**config.mk**
```make
export PLATFORM = sky130hd
export DESIGN_NAME = regfile32x32
export DESIGN_NICKNAME = d
export VERILOG_FILES = /design/src/rtl/regfile32x32.sv
export SDC_FILE = /design/constraint.sdc
export NUM_CORES = 2
export LEC_CHECK = 0
export CAP_MARGIN = 20
export CORE_MARGIN = 5
export CORE_UTILIZATION = 60
export DETAILED_ROUTE_END_ITERATION = 10
export PLACE_DENSITY = 0.77
export SLEW_MARGIN = 20
export SYNTH_ARGS = -nofsm -noshare
export SYNTH_HDL_FRONTEND = slang
export SYNTH_SLANG_ARGS = --single-unit
```
**constraint.sdc**
```tcl
create_clock -name Clk -period 3.6 [get_ports Clk]
set_input_delay 0.9 -clock Clk [delete_from_list [all_inputs] [get_ports Clk]]
set_output_delay 0.9 -clock Clk [all_outputs]
set_load 0.02 [all_outputs]
```
**src/rtl/regfile32x32.sv**
```systemverilog
// MIPS register file: 32 x 32-bit, two combinational read ports, one synchronous write port.
// Define REGFILE_WRITE_BYPASS_EN to forward same-cycle write data to the read ports.
`timescale 1ns/1ps
module regfile32x32 #(
  parameter int unsigned DATA_WIDTH = 32,
  parameter int unsigned ADDR_WIDTH = 5,
  parameter int unsigned REG_COUNT  = 32
) (
  input  logic                  Clk,
  input  logic                  Rst_n,
  input  logic [ADDR_WIDTH-1:0] RdAddr1,
  input  logic [ADDR_WIDTH-1:0] RdAddr2,
  output logic [DATA_WIDTH-1:0] RdData1,
  output logic [DATA_WIDTH-1:0] RdData2,
  input  logic                  WrEn,
  input  logic [ADDR_WIDTH-1:0] WrAddr,
  input  logic [DATA_WIDTH-1:0] WrData
);

  logic [DATA_WIDTH-1:0] regs [REG_COUNT];

  // The async clear wins over a coincident clock edge, so writes under reset are dropped.
  always_ff @(posedge Clk or negedge Rst_n) begin
    if (!Rst_n) begin
      for (int unsigned i = 0; i < REG_COUNT; i++) begin
        regs[i] <= '0;
      end
    end else if (WrEn && (WrAddr != '0)) begin
      regs[WrAddr] <= WrData;
    end
  end

  function automatic logic [DATA_WIDTH-1:0] read_port(input logic [ADDR_WIDTH-1:0] addr);
    logic [DATA_WIDTH-1:0] data;
    data = regs[addr];
`ifdef REGFILE_WRITE_BYPASS_EN
    if (WrEn && (addr == WrAddr)) begin
      data = WrData;
    end
`endif
    // r0 and reset override everything, including the forwarding path.
    if ((addr == '0) || !Rst_n) begin
      data = '0;
    end
    return data;
  endfunction

  always_comb begin
    RdData1 = read_port(RdAddr1);
    RdData2 = read_port(RdAddr2);
  end

endmodule

```
Word-level counts from Yosys, hierarchy flattened --
Cells that the tools add are included.
Word-level totals: output and inout bits 64, word-level logic and storage cells 58, flip-flop bits (word level) 1024
Cells by class: mux-type cells 11, bitwise operators 3, $lt $le $gt $ge 4, reductions and logical operators 8
Operators by type and width (count):
- $bwmux 1024 | 1
- $bmux 32 s5 | 2
- $mux 32 | 7
- $demux 32 s5 | 1
- $ge 6x6->1 const B | 3
- $not 5->6 | 3
- $logic_not 5->1 | 2
- $lt 6x1->1 const B | 1
- $reduce_bool 5->1 | 1
- $logic_and 1x1->1 | 2
- $logic_or 1x1->1 | 2
- $logic_not 1->1 | 1

Depth between registers and ports, before layout --
word-level depth 6, depth in mapped cells 9, mapped depth without buffers 4

Worst setup path after synthesis --
OpenSTA, ideal clock, no wires.
path type in2out, start point input RdAddr2[1], end point output RdData2[1], stages 7, setup slack 194 ps, data arrival time 2506 ps, path through buf_4 -> buf_2 -> clkbuf_1 -> mux4_2 -> a22o_1 -> a31oi_1 -> nand4_1
Between the ends: cells in the longest elaborated chain, start to end 5, elaborated cells between the ends (all ways) 7
RTL lines:
- from (decl) | RTL line 12 | input logic [ADDR_WIDTH-1:0] RdAddr2,
- $not 5->6 (not written as such) | RTL line 35 | data = regs[addr];
- $bmux 32 s5 | RTL line 35
- $mux 32 (not written as such) (2 in series) | RTL line 35
- $mux 32 (*) | RTL line 42 | if ((addr == '0) || !Rst_n) begin
- to (decl) | RTL line 14 | output logic [DATA_WIDTH-1:0] RdData2,
Every way passes the cells marked *; elsewhere a longest branch is shown, timed or not. The select of a mux whose other input is x is not followed.

Worst setup path in the final report --
start point input RdAddr2[1], end point output RdData2[4]
Same word-level chain as after synthesis.

==> flow_summary_export.csv <==
group,metric,value,unit
floorplanning,core_area,0.09015,mm^2
synthesis,ys_seq_area_share,47.01,%
status,violations,"setup timing",
global_routing,grt_antenna_before_repair,12,
floorplanning,boundaryPins,114,
power,peakVddDrop,0.6608,mV
detailed_routing,avgViaCountPerCell,7.212,
final_layout,final_cell_mix,"dfrtp_1, mux2_2, mux2i_1",
detailed_routing,first_pass_iters,8,
synthesis,syn-cell-area,0.05451,mm^2
setup_path,path_class,"input pin to output pin",
synthesis,synth_area_per_cell,13.50,um^2
final_layout,drive_above_1_share,48.74,%
final_layout,final_common_cell,"dfrtp_1",
floorplanning,die_h,311.4,um
timing,drv_slew,0,
final_layout,fin_nets,4417,
detailed_routing,drt-total-wl,190400,um
setup_path,startpoint_type,"input pin",
timing,final.setup.worst_slack,-127.1,ps
clock_tree,cts_made_buffers,104,
clock_tree,clock_path_buffers,3,
timing,tightest_slew,1168,ps
synthesis,synth_xor_xnor_area_share,0,%
clock_tree,cts_root_buf,"clkbuf_16",
power,p_leak,30.00,nW
detailed_routing,num_vias,40620,
synthesis,synthSimpleGateAreaFrac,3.728,%
clock_tree,cts_hold_buf,0,
final_layout,largest_register_ff_count,1024,
timing,finalSetupViolCount,31,
clock_tree,cts_sinks,1024,
detailed_routing,drc,0,
timing,slew_headroom,21.88,%
flow_run,drv_cap,0,
detailed_routing,drt_iter0_drc,5396,
floorplanning,dieWidth,311.4,um
clock_tree,h-tree-depth,3,
timing,rsz0062_at_grt,"true",
power,p_per_area,523.6,mW/mm^2
final_layout,top_register,"regs",
final_layout,fill_cells,5407,
place,hpwl,117600,um
global_routing,overflow,0,
setup_path,critPathArrivalTime,2830,ps
setup_path,end_kind,"output pin",
synthesis,synthesis.instances,4037,
detailed_routing,antenna_left,0,
global_routing,grt_max_degree,161,
timing,fin_skew,0,ps
timing,hold_violations,0,
synthesis,synth_top_family_by_area,"multiplexers",
min_path,min_path_type,"input pin to async pin",
final_layout,utilization,73.17,%
global_routing,grt_pass1_vias,41300,
synthesis,synth-compound-area-share,5.047,%
floorplanning,num_rows,110,
synthesis,post-synth-top-area-fraction,47.01,%
floorplanning,start_util,60.47,%
timing,fmax,0.2683,GHz
final_layout,fin_area,0.06597,mm^2
timing,fin_hold_ws,267.0,ps
synthesis,yosys.area_share.adder,0,%
setup_path,cp_data_required_time,2700,ps
global_routing,grt_pass1_wl,276800,um
clock_tree,clkTransAtPathRegs,70,ps
global_routing,grtUsageTotal,38.06,%
synthesis,synth_seq_cells,1024,
final_layout,multiInputGateArea,0.02752,mm^2
final_layout,syn_to_final_growth,21.01,%
synthesis,yosysTopAreaCell,"dfrtp_1",
final_layout,seqCellArea,0.02562,mm^2
final_layout,reg_top3,"regs x1024",
setup_path,cp_max_fo,7,
clock_tree,cts_tree,"yes",
timing,min_period,3727,ps
timing,min_period_over_period,103.5,%
synthesis,ys_top_cells_by_area,"dfrtp_1, mux2_2, mux4_2",
synthesis,synth_warnings,0,
detailed_routing,drt-wirelength-per-cell,33.80,um
floorplanning,die_area,0.09698,mm^2
status,status,"finished, violations left",
timing,setup_tns,-1213,ps
place,finalWeightedCongestion,0.9460,
synthesis,synthMuxAreaShare,40.46,%
synthesis,synth_fp_nets,4087,
clock_tree,clock_latency,680,ps
place,placed_area,0.06054,mm^2
place,port_buffers,113,
synthesis,ys_types,36,
[synthesized netlist by cell type]
library cell	instances
dfrtp_1	1024
mux2_2	983
mux2i_1	517
mux4_2	253
clkbuf_1	237
a22oi_1	196
buf_2	196
nand3_1	151
nand2_1	118
a21oi_1	65
nand4_1	65
a31oi_1	62
a22o_1	61
nor2_1	22
buf_4	21
nor2b_1	11
mux2_1	10
and2_1	6
buf_1	4
nand4b_1	4
nor4bb_1	4
or3_1	4
and4b_1	3
nand2b_1	3
nor3_1	3
nor3b_1	3
and3_1	2
a211oi_1	1
a32o_1	1
and2_0	1
clkbuf_2	1
nand3b_1	1
nor3b_2	1
nor4_2	1
o21ai_0	1
o21ba_2	1
[timing repair]
| action | 4_1_cts | 5_1_grt |
|---|---|---|
| gates resized for setup | 278 | 102 |
| pin swaps | 53 | 69 |
| endpoints found under the setup margin | 64 | 59 |
| gates cloned | 8 | 5 |
| setup buffers | 46 | 45 |
[worst max-delay path: stages]
cell and delay, ps:
buf_16 140, buf_16 130, buf_12 120, buf_8 90
mux4_2 500, a22o_1 210, a31oi_2 180, nand4_1 280
buf_6 240
[kinds of logic after synthesis]
group,after synthesis
AND/OR/NAND/NOR,403
multiplexers,1763
AO/OA/AOI/OAI,388
flip-flops,1024
buffers and inverters,459
[power by group]
part | total [W] | switching, W | internal [W]
logic | 0.00737 | 0.00325 | 0.00412
registers | 0.0155 | 0.00182 | 0.0137
clock network | 0.0117 | 0.00482 | 0.00683
[per-stage QoR]
step,setup slack (ps),cells,power [W]
6_report,-127.1,5632,0.03454
2_1_floorplan,194.2,4037,0.01975
5_1_grt,-88.31,5627,0.03569
4_1_cts,-79.08,5578,0.03414
3_5_place_dp,-818.5,5338,0.02244
3_3_place_gp,-806.3,5338,0.02208
[layer usage]
| layer | vias up | GRT usage, % | share of wire (%) |
|---|---|---|---|
| li1 | 15990 | - | - |
| met1 | 20910 | 52.07 | 38 |
| met2 | 3010 | 54.63 | 43 |
| met3 | 696 | 13.78 | 14 |
| met4 | 10 | 17.88 | 5.7 |
| met5 | - | 0.9881 | 0.027 |
[path summary, 6_finish.rpt]
kind | startpoint | to | slack [ps] | cells past startpoint
max | RdAddr2[1] | RdData2[4] | -130 | 9
min | Rst_n | regs[1004] | 270 | 2
max reg2reg | regs[453] | regs[453] | 2750 | 1
min reg2reg | regs[1002] | regs[1002] | 400 | 0
max in group asynchronous | Rst_n | regs[949] | 1110 | 4
min in group Clk | regs[1002] | regs[1002] | 400 | 0
[layout make-up]
type                       count  share of cell area (%)
clock buffer                 142                   4.672
sequential                  1024                   38.85
multi-input combinational   2554                   41.72
antenna                        6                 0.02276
tap                         1176                   2.231
clock inverter                47                  0.8649
timing repair buffer         683                   11.65
No activity file was read; power rests on OpenSTA's default activity.
